$ cat config.mk
export PLATFORM = sky130hd
export DESIGN_NAME = vc_fifo_bank
export DESIGN_NICKNAME = d
export VERILOG_FILES = /design/src/rtl/vc_fifo_pkg.sv /design/src/rtl/vc_rr_arbiter.sv /design/src/rtl/vc_fifo_bank.sv
export SDC_FILE = /design/constraint.sdc
export NUM_CORES = 1
export LEC_CHECK = 0
export BUFFER_PORTS_ARGS = -buffer_cell sky130_fd_sc_hd__buf_4
export CORE_MARGIN = 10
export CORE_UTILIZATION = 40
export CTS_BUF_LIST = sky130_fd_sc_hd__clkbuf_8
export CTS_CLUSTER_SIZE = 30
export DETAILED_ROUTE_END_ITERATION = 7
export GPL_TIMING_DRIVEN = 1
export MAX_ROUTING_LAYER = met4
export PLACE_DENSITY_LB_ADDON = 0.08
export SLEW_MARGIN = 40
export SYNTH_ARGS = -nofsm -noshare
export SYNTH_HDL_FRONTEND = slang
export SYNTH_SLANG_ARGS = --single-unit
$ cat constraint.sdc
create_clock -name clk -period 2.9 [get_ports clk]
set_input_delay 0.29 -clock clk [delete_from_list [all_inputs] [get_ports clk]]
set_output_delay 0.29 -clock clk [all_outputs]
set_load 0.01 [all_outputs]
$ cat src/rtl/vc_fifo_pkg.sv
// Shared defaults and helpers for the virtual-channel FIFO bank.
package vc_fifo_pkg;

    localparam int VC_BW_DEF    = 6;
    localparam int VC_DEPTH_DEF = 4;
    localparam int VC_NVC_DEF   = 4;

    // Width of a channel index; never collapses to zero bits.
    function automatic int vc_idx_w(input int nvc);
        return (nvc > 1) ? $clog2(nvc) : 1;
    endfunction

endpackage

$ cat src/rtl/vc_rr_arbiter.sv
// Pop arbiter for the VC FIFO bank: round-robin by default,
// strict highest-index priority when VC_FIFO_PRIO_EN is defined.
module vc_rr_arbiter
    import vc_fifo_pkg::*;
#(
    parameter int NVC = VC_NVC_DEF,
    parameter int VW  = vc_idx_w(NVC)
) (
    input  logic [NVC-1:0] req,
    input  logic [VW-1:0]  last_ptr,
    input  logic           pop_en,
    output logic [VW-1:0]  gnt_idx,
    output logic           gnt_vld
);

    logic found;

`ifdef VC_FIFO_PRIO_EN
    logic unused_last;
    assign unused_last = ^last_ptr;

    always_comb begin
        gnt_idx = '0;
        found   = 1'b0;
        for (int i = NVC - 1; i >= 0; i--) begin
            if (!found && req[i]) begin
                found   = 1'b1;
                gnt_idx = VW'(i);
            end
        end
        gnt_vld = found && pop_en;
    end
`else
    logic [VW-1:0] idx;

    // Walk upward from the channel after the last one served, wrapping at NVC-1.
    always_comb begin
        gnt_idx = '0;
        found   = 1'b0;
        idx     = last_ptr;
        for (int i = 0; i < NVC; i++) begin
            idx = (idx == VW'(NVC - 1)) ? '0 : idx + VW'(1);
            if (!found && req[idx]) begin
                found   = 1'b1;
                gnt_idx = idx;
            end
        end
        gnt_vld = found && pop_en;
    end
`endif

endmodule

$ cat src/rtl/vc_fifo_bank.sv
// Bank of NVC independent circular FIFOs sharing one arbitrated pop port.
// Build option: VC_FIFO_PRIO_EN selects strict priority arbitration.
module vc_fifo_bank
    import vc_fifo_pkg::*;
#(
    parameter int BW    = VC_BW_DEF,
    parameter int DEPTH = VC_DEPTH_DEF,
    parameter int NVC   = VC_NVC_DEF,
    parameter int AW    = $clog2(DEPTH) + 1,
    localparam int VW   = vc_idx_w(NVC)
) (
    input  logic           clk,
    input  logic           reset_L,
    input  logic           wr,
    input  logic [VW-1:0]  wr_vc,
    input  logic [BW-1:0]  data_in,
    input  logic           rd,
    input  logic [AW-1:0]  umbral_bajo,
    input  logic [AW-1:0]  umbral_alto,
    output logic [BW-1:0]  data_out,
    output logic [VW-1:0]  data_vc,
    output logic           valid,
    output logic [NVC-1:0] full,
    output logic [NVC-1:0] empty,
    output logic [NVC-1:0] almost_full,
    output logic [NVC-1:0] almost_empty,
    output logic           pause,
    output logic [NVC-1:0] error_output
);

    localparam int PW = $clog2(DEPTH);
    localparam logic [AW-1:0] CNT_FULL = AW'(DEPTH);

    logic [BW-1:0]  mem_q    [NVC][DEPTH];
    logic [PW-1:0]  wr_ptr_q [NVC];
    logic [PW-1:0]  wr_ptr_d [NVC];
    logic [PW-1:0]  rd_ptr_q [NVC];
    logic [PW-1:0]  rd_ptr_d [NVC];
    logic [AW-1:0]  cnt_q    [NVC];
    logic [AW-1:0]  cnt_d    [NVC];
    logic [NVC-1:0] err_q, err_d;
    logic [NVC-1:0] req, wr_sel, pop_sel, accept;
    logic [VW-1:0]  last_q, gnt_idx;
    logic           gnt_vld;
    logic [BW-1:0]  dout_q;
    logic [VW-1:0]  dvc_q;
    logic           valid_q;

    // Requests come from registered occupancy, so a same-cycle write is never popped.
    always_comb begin
        for (int v = 0; v < NVC; v++) begin
            req[v] = (cnt_q[v] != '0);
        end
    end

    vc_rr_arbiter #(
        .NVC (NVC),
        .VW  (VW)
    ) u_arb (
        .req      (req),
        .last_ptr (last_q),
        .pop_en   (rd),
        .gnt_idx  (gnt_idx),
        .gnt_vld  (gnt_vld)
    );

    // A full channel still accepts a write when it is being popped in the same cycle.
    always_comb begin
        for (int v = 0; v < NVC; v++) begin
            wr_sel[v]  = wr && (wr_vc == VW'(v));
            pop_sel[v] = gnt_vld && (gnt_idx == VW'(v));
            accept[v]  = wr_sel[v] && ((cnt_q[v] != CNT_FULL) || pop_sel[v]);
        end
    end

    always_comb begin
        err_d = err_q;
        if (rd && !gnt_vld) begin
            err_d[0] = 1'b1;
        end
        for (int v = 0; v < NVC; v++) begin
            wr_ptr_d[v] = wr_ptr_q[v];
            rd_ptr_d[v] = rd_ptr_q[v];
            cnt_d[v]    = cnt_q[v];
            if (accept[v]) begin
                wr_ptr_d[v] = wr_ptr_q[v] + PW'(1);
            end
            if (wr_sel[v] && !accept[v]) begin
                err_d[v] = 1'b1;
            end
            if (pop_sel[v]) begin
                rd_ptr_d[v] = rd_ptr_q[v] + PW'(1);
            end
            case ({accept[v], pop_sel[v]})
                2'b10:   cnt_d[v] = cnt_q[v] + AW'(1);
                2'b01:   cnt_d[v] = cnt_q[v] - AW'(1);
                default: cnt_d[v] = cnt_q[v];
            endcase
        end
    end

    always_ff @(posedge clk) begin
        if (!reset_L) begin
            for (int v = 0; v < NVC; v++) begin
                wr_ptr_q[v] <= '0;
                rd_ptr_q[v] <= '0;
                cnt_q[v]    <= '0;
            end
            err_q   <= '0;
            last_q  <= VW'(NVC - 1);
            dout_q  <= '0;
            dvc_q   <= '0;
            valid_q <= 1'b0;
        end else begin
            for (int v = 0; v < NVC; v++) begin
                wr_ptr_q[v] <= wr_ptr_d[v];
                rd_ptr_q[v] <= rd_ptr_d[v];
                cnt_q[v]    <= cnt_d[v];
            end
            err_q   <= err_d;
            valid_q <= gnt_vld;
            if (gnt_vld) begin
                dout_q <= mem_q[gnt_idx][rd_ptr_q[gnt_idx]];
                dvc_q  <= gnt_idx;
                last_q <= gnt_idx;
            end
        end
    end

    // Storage is deliberately left unreset; occupancy alone defines what is valid.
    always_ff @(posedge clk) begin
        for (int v = 0; v < NVC; v++) begin
            if (reset_L && accept[v]) begin
                mem_q[v][wr_ptr_q[v]] <= data_in;
            end
        end
    end

    always_comb begin
        for (int v = 0; v < NVC; v++) begin
            full[v]         = (cnt_q[v] == CNT_FULL);
            empty[v]        = (cnt_q[v] == '0);
            almost_full[v]  = (cnt_q[v] >= umbral_alto);
            almost_empty[v] = (cnt_q[v] <= umbral_bajo);
        end
    end

    assign pause        = |almost_full;
    assign data_out     = dout_q;
    assign data_vc      = dvc_q;
    assign valid        = valid_q;
    assign error_output = err_q;

endmodule

**Word-level counts from Yosys, hierarchy flattened**

Memory sizes are Yosys's and may differ from the RTL's.
Cells that the tools add are included.

- Logic and storage cells: 228
- Memory bits (writable): 124
- Memories kept: 4
- Bits in latches: 0
- Bits in registers: 15
- Memory bits (read-only): 0

Memory list:

| name | words | bits a word | rd ports | clocked after Yosys merged registers in | write ports | line | source |
|---|---|---|---|---|---|---|---|
| mem_q | 4 | 24 | 1 | 0 | 1 | vc_fifo_bank.sv:34 | `logic [BW-1:0] mem_q [NVC][DEPTH];` |
| cnt_q | 4 | 3 | 4 | 0 | 4 | vc_fifo_bank.sv:39 | `logic [AW-1:0] cnt_q [NVC];` |
| rd_ptr_q | 4 | 2 | 5 | 0 | 4 | vc_fifo_bank.sv:37 | `logic [PW-1:0] rd_ptr_q [NVC];` |
| wr_ptr_q | 4 | 2 | 4 | 0 | 4 | vc_fifo_bank.sv:35 | `logic [PW-1:0] wr_ptr_q [NVC];` |

- Bitwise logic cells: 17
- $mul: 0
- Equal/unequal tests: 26
- Magnitude comparators: 21
- Reduce and logical (&&, ||, !) cells: 56
- Mux-type cells: 76
- Shifts and indexed selects: 0
- Add/sub/neg operators: 20
- Div/mod/pow operators: 0

Operators by type and width:

| cell | number |
|---|---|
| 24-bit two-way mux | 10 |
| 24-bit OR reduction | 3 |
| 2-bit two-way mux | 27 |
| 6-bit demux with 2-bit select | 4 |
| 6-bit two-way mux | 6 |
| 1-bit logical AND | 29 |
| 2-bit by 1-bit adder with 2-bit output (second input constant) | 12 |
| 2-bit equality test (second input constant) | 12 |
| 3-bit case mux with 2 select lines | 4 |
| 1-bit two-way mux | 16 |
| 3-bit greater-or-equal comparator (second input constant) | 5 |
| 2-bit inverter with 3-bit output | 5 |
| 3-bit by 1-bit adder with 3-bit output (second input constant) | 4 |
| 6-bit binary-select mux with 2-bit select | 1 |
| 2-bit by 1-bit equality test with 1-bit output (second input constant) | 6 |
| 3-bit equality test (second input constant) | 4 |
| 3-bit greater-or-equal comparator | 4 |
| 3-bit <= comparator | 4 |
| 3-bit logical NOT | 4 |
| 2-bit by 3-bit less-than comparator with 1-bit output (second input constant) | 4 |
| 3-bit by 1-bit less-than comparator with 1-bit output (second input constant) | 4 |
| 3-bit two-way mux | 4 |
| 3-bit != test (second input constant) | 4 |
| 1-bit OR | 12 |
| other kinds (8) | 28 |

**Depth between registers and ports, before layout**

Gate-level depths: netlist of the first run.

- Depth after elaboration: 25
- Gate-level depth with buffers: 15
- Depth with buffers taken out: 14

**Cells and area by module**

From an unflattened synthesis of the first run, not the netlist that was laid out.

- Cell total of the unflattened synthesis: 465
- Area, all modules: 6620.1 um2

By module, submodules not included:

| module | times used | area an instance (um2) | sequential area each (um2) | cells each |
|---|---|---|---|---|
| vc_fifo_bank | 1 | 6508.7 | 3743.6 | 451 |
| vc_rr_arbiter | 1 | 111.4 | 0.0 | 14 |

**Worst setup path after synthesis of the first run**

OpenSTA, ideal clock, no wires.

- Path type: reg2reg
- Start point: register last_q[0]
- End point: memory cnt_q[3][2] (netlist bit)
- Cell stages (with the launch flop): 16
- Slack: -0.278 ns
- Setup time: 0.071 ns
- Arrival: 3.107 ns
- Cell sequence: dfxtp_1 ha_1 or4_1 o32a_2 o211a_4 buf_6 buf_6 nand3_2 a21oi_4 inv_1 ha_1 inv_1 fa_1 xor2_1 or3_1 a21oi_1

RTL lines:

| item | line | source |
|---|---|---|
| start, declared | vc_fifo_bank.sv:43 | `logic [VW-1:0] last_q, gnt_idx;` |
| start signal, assigned | vc_fifo_bank.sv:110 | `last_q <= VW'(NVC - 1);` |
| start signal, assigned | vc_fifo_bank.sv:125 | `last_q <= gnt_idx;` |
| end, declared | vc_fifo_bank.sv:39 |  |

==> results of run 1 <==
-- worst register-to-register path: cells and delay by family (launching register included) --
kind,cells,cell delay (ns)
and+or+nand+nor,3,1.01
adders and majority gates,3,0.81
AOI/OAI and AO/OA,3,0.52
DFF,1,0.34
xor gates and xnor gates,1,0.15
buffers and inverters,1,0.04
-- path summary, 6_finish.rpt --
check	endpoint	slack, ns	cells after the start
setup / recovery	cnt_q[0][2]$_SDFFE_PN0P_	-0.03	11
hold / removal	error_output[0]$_SDFFE_PN0P_	0.15	3
setup reg to reg	cnt_q[0][2]$_SDFFE_PN0P_	-0.03	11
hold reg to reg	data_vc[0]$_SDFFE_PN0P_	0.47	2
-- cell type report --
class                      count  area [sq um]
fill                        1556          8390
sequential                   139          3750
multi-input combinational    382          2940
timing repair buffer          99           772
tap                          220           275
clock buffer                  17           234
clock inverter                15           195
inverter                      38           143
-- cell usage in the layout, fill, tap and decap left out, types with 3 or more instances in the layout --
cell type,instances
edfxtp_1,96
nand2_1,66
nand2b_1,4
inv_1,31
xnor2_1,7
inv_6,4
o21ai_0,7
fa_2,4
inv_2,6
a211oi_1,12
mux2i_1,23
and3_1,16
o211ai_2,3
a31oi_1,18
o211ai_1,12
or3_1,3
bufinv_16,4
nand3_1,7
nor2_1,39
a21o_1,8
clkbuf_8,17
o21a_1,18
clkinv_2,3
xor2_1,13
a21oi_1,20
ha_1,40
buf_4,96
nor2b_1,5
o221ai_1,6
dfxtp_1,41
-- cell families (layout without fill, tap and decap cells) --
group,Yosys count,in the layout,share of synthesized area [%]
AO/OA/AOI/OAI,124,124,13.7
flip-flops,139,139,54.5
buffers and inverters,62,169,4.17
AND/OR/NAND/NOR,166,166,12.2
multiplexers,24,24,3.68
adder cells (fa/ha/maj),48,48,9.18
XOR/XNOR,20,20,2.55
-- power by group through the flow --
stage	Sequential (mW)	Combinational [mW]	Clock [mW]
floorplan	2.45	3.96	0
detailed placement	2.43	5.73	0
global route	2.41	6.60	1.83
CTS	2.39	5.88	1.74
finish	2.39	6.01	1.71
global placement	2.43	5.69	0
-- registers in the layout, indices dropped and copies added (netlist names) --
| name | flops |
|---|---|
| valid | 1 |
| mem_q | 96 |
| rd_ptr_q | 8 |
| cnt_q | 12 |
| data_out | 6 |
| wr_ptr_q | 8 |
| data_vc | 2 |
| last_q | 2 |
| error_output | 4 |
-- timing repair --
action	4_1_cts	5_1_grt
cloned	0	0
hold buffers	0	0
buffers inserted	5	4
gates resized for setup	8	16
setup endpoints to repair	5	18
pin swaps	4	9
-- through the flow --
step                      worst slack (ns)  area [sq um]
after floorplan                     -0.174          6910
after global placement             0.00841          7740
after detailed placement           -0.0739          7740
after CTS                          -0.0141          8240
after global routing                -0.142          8310
final                              -0.0327          8310
-- layer usage --
| layer | wire [microns] | part of all wire [%] | global-route usage (%) |
|---|---|---|---|
| met1 | 8370 | 49 | 22.1 |
| met2 | 7920 | 46 | 23.8 |
| met3 | 725 | 4.2 | 3.52 |
| met4 | 91 | 0.53 | 3.22 |
| met5 | 0 | 0 | - |
==> impl_metrics.yaml, run 1 <==
run_status:
  status: "finished, violations left"
  violations: "negative setup slack"
die:
  dieArea_sq_um: 22800
  core_sq_um: 16700
  rows: 47
  die_w_microns: 151
  num_io_pins: 48
  die_h_microns: 151
  initial_utilization_pct: 41.1
placement:
  dp.cells: 869
  post-dp-hpwl_microns: 12600
  gp_congestion: 0.836
  portBuffers: 47
global_routing:
  grt_pass1_vias: 4724
  grt_pass1_wl_microns: 27000
  overflow: 0
  antenna_found_initial: 0
  grt_max_degree: 34
  grtUsageTotal_pct: 16.0
power:
  p_clk_share_pct: 16.9
  ir_drop_v: 0.000910
  powerDensity_nw_per_um2: 1220
  p_int_mw: 5.73
  pwr-share-seq_pct: 23.7
  switching_share_pct: 43.3
  switching_power_mw: 4.38
  totalPowerFinal_mw: 10.1
  p_comb_share_pct: 59.4
  p_leak_nw: 3.21
drt:
  ant_nets: 0
  drc_errors: 0
  wl_microns: 17100
  detail_route.iter0.violations: 285
  dr.pass1.iters: 5
  routedWlPerCell_microns: 18.8
  via_per_inst: 5.16
  vias: 4693
clocking:
  clk_latency_ns: 0.44
  cts_sinks: 139
  cts_buffers: 17
  tritoncts: "built"
  htreeDepth: 4
  clk_pin_slew_ns: 0.08
  cts_root_buf: "clkbuf_8"
  clk_path_buf_depth: 2
worst_setup_path:
  critPathBufInv: 1
  rr_startpoint: "last_q[0]$_SDFFE_PN1P_"
  crit_chain: "ha_4 -> or4_4 -> o32a_4 -> o211a_4 -> nor3_4 -> ha_2 -> inv_2 -> fa_2 -> xor2_1 -> or3_1 -> a21oi_2"
  cpMaxStageDelayCell: "or4_4"
  slowest_delay_ns: 0.42
  crit_required_ns: 3.28
  worst-path-max-fanout: 5
  cp.arrival_ns: 3.31
  critical_path_class: "reg -> reg"
  critPathLaunchType: "flop"
  crit_family: "simple AND/OR/NAND/NOR gates"
  crit_path_start: "last_q[0]$_SDFFE_PN1P_"
  worst_setup_path_end_kind: "flop"
layout:
  antennaDiodeCount: 0
  area_growth_pct: 21.0
  final_util_pct: 49.7
  final_net_count: 743
  drive_gt1_share_pct: 26.2
  fin_cells: 910
yosys:
  synthArstFlopShare_pct: 0
  ys_warn_count: 0
  synth-main-ff-cell: "edfxtp_1"
  ys_top_cells_by_area: "edfxtp_1 (42%), dfxtp_1 (13%), ha_1 (8.0%)"
  synth_cell_types: 63
  syn_area_per_cell_sq_um: 11.8
  synth_fp_nets: 649
  yosys.area.top_type: "edfxtp_1"
  synth_common_cells: "edfxtp_1 (96), nand2_1 (66), ha_1 (44)"
  synth_most_common_cell: "edfxtp_1"
  ys_seq_area_share_pct: 54.5
  synth_top_area_share_pct: 42.0
  synth_edf_count: 96
  netlist_area_sq_um: 6870
  yosys_register_bits: 139
  syn-instance-count: 583
sta:
  finClkSkew_ns: 0.00888
  layout_setup_ws_ns: -0.0327
  tns_ns: -0.0327
  fmax_mhz: 341
  hold_viol: 0
  finalCriticalPeriod_ns: 2.93
  whs_ns: 0.150
  final_max_slew_viol_count: 0
  tightest_slew_ns: 0.658
  post-route-period-util_pct: 101
  slew_headroom_pct: 56.1
  setup_viol: 1
  grt_setup_unrepaired: "yes"
min_path:
  holdCritPathClass: "in -> reg"
  min-delay-start: "rd"
job:
  maxCapViolCount: 0
Power figures use the tool's default switching activity.
==> run 2: changes to the inputs <==
Settings changed: CELL_PAD_IN_SITES_DETAIL_PLACEMENT set to 0, CELL_PAD_IN_SITES_GLOBAL_PLACEMENT set to 1, CORE_ASPECT_RATIO set to 2.
==> impl_metrics.yaml, run 2 (synthesis gave the netlist of run 1 again) <==
clocking:
  cts_buffers: 17
  clk_pin_slew_ns: 0.08
  cts_root_buf: "clkbuf_8"
  cts_sinks: 139
  hold_buffers: 0
  htreeDepth: 4
  tritoncts: "built"
  clk_path_buf_depth: 2
  clk_latency_ns: 0.45
drt:
  via_per_inst: 5.32
  detail_route.iter0.violations: 173
  wl_microns: 18500
  vias: 4761
  routedWlPerCell_microns: 20.6
  dr.pass1.iters: 6
  drc_errors: 0
  ant_nets: 0
layout:
  final_common_cell: "edfxtp_1"
  antennaDiodeCount: 0
  final_net_count: 741
  ff_latch_area_sq_um: 3750
  final_cell_mix: "edfxtp_1 (96), buf_4 (95), nand2_1 (66)"
  nFillCells: 1524
  largest_reg_flops: 96
  area_growth_pct: 20.1
  multiInputGateArea_sq_um: 2920
  drive_gt1_share_pct: 25.3
sta:
  setup_viol: 0
  finalCriticalPeriod_ns: 2.86
  final_max_slew_viol_count: 0
  hold_viol: 0
  finClkSkew_ns: 0.0151
  grt_setup_unrepaired: "yes"
  tightest_slew_ns: 0.726
  whs_ns: 0.134
  tns_ns: 0
  fmax_mhz: 349
  post-route-period-util_pct: 98.7
  slew_headroom_pct: 51.5
worst_setup_path:
  cp.arrival_ns: 3.24
  critical_path_class: "reg -> reg"
  crit_required_ns: 3.28
  slowest_delay_ns: 0.41
  worst-path-max-fanout: 4
  worst_setup_path_end_kind: "flop"
  critPathLaunchType: "flop"
  r2r_setup_slack_ns: 0.04
  crit_chain: "ha_4 -> or4_4 -> o32a_4 -> o211a_4 -> nand3_4 -> a211oi_4 -> inv_1 -> ha_2 -> inv_1 -> fa_2 -> xor2_1 -> or3_4 -> a21oi_2"
  cpMaxStageDelayCell: "or4_4"
  cpMostUsedCell: "inv_1"
global_routing:
  overflow: 0
  grt_pass1_vias: 5021
  grtUsageTotal_pct: 16.5
  grt_max_degree: 29
  grt_pass1_wl_microns: 28200
  antenna_found_initial: 0
job:
  maxCapViolCount: 0
die:
  die_h_microns: 205
  initial_utilization_pct: 40.8
  num_io_pins: 48
  dieArea_sq_um: 23100
  rows: 67
  die_w_microns: 113
  core_sq_um: 16800
power:
  p_leak_nw: 3.19
  totalPowerFinal_mw: 10.3
  powerDensity_nw_per_um2: 1250
  ir_drop_v: 0.000919
min_path:
  holdCritPathClass: "in -> reg"
placement:
  post-dp-hpwl_microns: 14100
  gp_congestion: 0.798
  portBuffers: 47
run_status:
  status: "finished, final reports clean"
run 2: worst max-delay path, delay by kind of cell (launching register included):
kind	cells	cell delay [ns]
buffers and inverters	2	0.12
flip-flops	1	0.34
AO/OA/AOI/OAI	4	0.60
AND/OR/NAND/NOR	3	0.84
XOR/XNOR	1	0.16
adder cells (fa/ha/maj)	3	0.74
run 2: layout make-up:
class,instances,share of cell area (%)
clock buffers,18,3.00
clock inverters,14,2.06
inverters,38,1.77
multi-input cells,382,35.5
flip-flops and latches,139,45.4
well taps,207,3.14
repair buffers,97,9.13
run 2: routing by layer:
layer  part of all wire [%]  global-route usage (%)
met5                      0                       -
met2                     58                    31.7
met1                     35                    14.6
met4                    4.5                    8.70
met3                    2.5                    3.18
run 2: repair_timing:
action / CTS / global route
buffers inserted: 6 / 2
resized for setup: 8 / 7
pin swaps: 8 / 6
endpoints found under the setup margin: 8 / 7
run 2: worst paths after layout:
kind | startpoint | end | cells past startpoint
worst max-delay path | last_q[1]$_SDFFE_PN1P_ | cnt_q[1][2]$_SDFFE_PN0P_ | 13
worst min-delay path | rd | error_output[0]$_SDFFE_PN0P_ | 3
worst max register to register | last_q[1]$_SDFFE_PN1P_ | cnt_q[1][2]$_SDFFE_PN0P_ | 13
worst min register to register | data_vc[0]$_SDFFE_PN0P_ | data_vc[0]$_SDFFE_PN0P_ | 2
run 2: stage by stage:
stage | cells | util (%) | setup slack [ns] | instance area, sq um
2_1_floorplan | 583 | - | -0.174 | 6910
3_3_place_gp | 855 | 45.8 | 0.0183 | 7720
3_5_place_dp | 855 | 45.8 | -0.0672 | 7720
4_1_cts | 893 | 48.7 | 0.00990 | 8210
5_1_grt | 895 | 48.9 | -0.0844 | 8250
6_report | 895 | 48.9 | 0.0386 | 8250
run 2: report_power, final:
group / total (mW) / switching (mW) / leakage [nW] / internal [mW]
Clock: 1.65 / 0.773 / 0.201 / 0.875
Combinational: 6.24 / 3.65 / 1.78 / 2.60
Sequential: 2.40 / 0.132 / 1.21 / 2.27
==> run 3: changes to the inputs <==
Clock period 2.9 ns to 3.4 ns, I/O delays scaled along.
==> impl_metrics.yaml, run 3 (synthesis gave the netlist of run 1 again) <==
layout:
  final_cell_mix: "edfxtp_1 (96), nand2_1 (66), buf_4 (62)"
  ff_latch_area_sq_um: 3740
  fin_area_sq_um: 7850
  final_common_cell: "edfxtp_1"
  multiInputGateArea_sq_um: 2850
  antennaDiodeCount: 0
  area_growth_pct: 14.2
  largest_reg_flops: 96
  final_net_count: 706
  nFillCells: 1596
  drive_gt1_share_pct: 17.9
drt:
  wl_microns: 18500
  ant_nets: 0
  routedWlPerCell_microns: 21.5
  drc_errors: 0
  via_per_inst: 5.41
  dr.pass1.iters: 4
  vias: 4653
  detail_route.iter0.violations: 199
clocking:
  cts_root_buf: "clkbuf_8"
  htreeDepth: 4
  hold_buffers: 0
  clk_path_buf_depth: 2
  tritoncts: "built"
  cts_buffers: 17
  post-cts-setup-buffers: 0
  cts_sinks: 139
  clk_latency_ns: 0.44
  clk_pin_slew_ns: 0.08
  cts_resized: 0
worst_setup_path:
  reg2reg_to: "mem_q[2][10]$_DFFE_PP_"
  worst-path-max-fanout: 31
  cpMaxStageDelayCell: "or4_1"
  crit_family: "simple AND/OR/NAND/NOR gates"
  r2r_setup_slack_ns: 0.24
  critPathLaunchType: "flop"
  rr_startpoint: "last_q[0]$_SDFFE_PN1P_"
  cp.arrival_ns: 3.27
  rr_worst_depth: 8
  crit_chain: "ha_1 -> or4_1 -> o32a_2 -> o211a_4 -> buf_4 -> nor3_4 -> o21a_2 -> and3_1"
  critPathBufInv: 1
  worst_setup_path_end_kind: "flop"
  slowest_delay_ns: 0.42
  critical_path_class: "reg -> reg"
  crit_required_ns: 3.52
die:
  dieArea_sq_um: 23100
  rows: 67
  die_w_microns: 113
  core_sq_um: 16800
  initial_utilization_pct: 40.8
  num_io_pins: 48
  die_h_microns: 205
min_path:
  min_delay_path_depth: 3
  min-delay-start: "rd"
  hold_end: "error_output[0]$_SDFFE_PN0P_"
  holdCritPathClass: "in -> reg"
placement:
  portBuffers: 47
  place_area_sq_um: 7450
  post-dp-hpwl_microns: 14000
  gp_congestion: 0.798
sta:
  finalCriticalPeriod_ns: 3.16
  final_max_slew_viol_count: 0
  fmax_mhz: 317
  setup_viol: 0
  slew_headroom_pct: 65.9
  hold_viol: 0
  finClkSkew_ns: 0.00983
  tightest_slew_ns: 0.510
  post-route-period-util_pct: 92.8
  tns_ns: 0
  grt_setup_unrepaired: "no"
run_status:
  status: "finished, final reports clean"
global_routing:
  grtUsageTotal_pct: 16.7
  grt_max_degree: 38
  grt_pass1_vias: 4923
  overflow: 0
  grt_pass1_wl_microns: 28100
  antenna_found_initial: 0
power:
  p_leak_nw: 3.00
  ir_drop_v: 0.000608
  powerDensity_nw_per_um2: 1030
job:
  maxCapViolCount: 0
[run 3: cell types whose count changed in the layout (fill, tap and decap cells not counted), sizes merged]
cell	change
buf	-35
bufinv	-1
clkbuf	+1
clkinv	+2
clkinvlp	-2
[run 3: layer usage]
metal / track usage [%] / up-vias / share of wire, %
met5: - / - / 0
met1: 14.8 / 2278 / 34
met4: 9.20 / 0 / 4.6
li1: - / 2237 / -
met3: 2.74 / 42 / 2.9
met2: 32.2 / 96 / 58
[run 3: worst max path at each step]
stage	from	endpoint	slack, ns	cells past startpoint
after floorplan	last_q[0]$_SDFFE_PN1P_	cnt_q[3][2]$_SDFFE_PN0P_	0.22	15
after global placement	last_q[0]$_SDFFE_PN1P_	mem_q[2][3]$_DFFE_PP_	0.21	8
after detailed placement	last_q[0]$_SDFFE_PN1P_	mem_q[2][10]$_DFFE_PP_	0.19	8
after CTS	last_q[0]$_SDFFE_PN1P_	mem_q[2][11]$_DFFE_PP_	0.17	8
after global routing	last_q[0]$_SDFFE_PN1P_	cnt_q[1][2]$_SDFFE_PN0P_	0.03	13
final	last_q[0]$_SDFFE_PN1P_	mem_q[2][10]$_DFFE_PP_	0.24	8
[run 3: worst reg2reg max path, delay by kind of cell, from the launching register on]
family                     cells  cell delay (ns)
DFF                            1             0.35
adders and majority gates      1             0.37
and+or+nand+nor                3             1.13
AOI/OAI and AO/OA              3             0.72
buffers and inverters          1             0.26
[run 3: cell type report]
| type | count | area share [%] |
|---|---|---|
| clock inverters | 13 | 1.63 |
| repair buffers | 62 | 5.93 |
| clock buffers | 19 | 3.33 |
| well taps | 207 | 3.30 |
| multi-input cells | 382 | 36.3 |
| flip-flops and latches | 139 | 47.7 |
| inverters | 38 | 1.82 |
[run 3: report_power, final]
part	internal (mW)	switching, mW	leakage (nW)
Clock	0.680	0.623	0.193
Sequential	1.93	0.131	1.21
Combinational	1.70	3.00	1.59
Total	4.31	3.75	3.00
[run 3: metrics by stage]
stage / worst slack [ns] / hold WS, ns / utilization, % / total power, mW / std cells
2_1_floorplan: 0.222 / 0.439 / - / 5.39 / 583
3_3_place_gp: 0.215 / 0.449 / 44.2 / 6.77 / 828
3_5_place_dp: 0.188 / 0.463 / 44.2 / 6.83 / 828
4_1_cts: 0.169 / 0.173 / 46.5 / 8.15 / 860
5_1_grt: 0.0318 / 0.192 / 46.6 / 8.58 / 860
6_report: 0.245 / 0.190 / 46.6 / 8.06 / 860
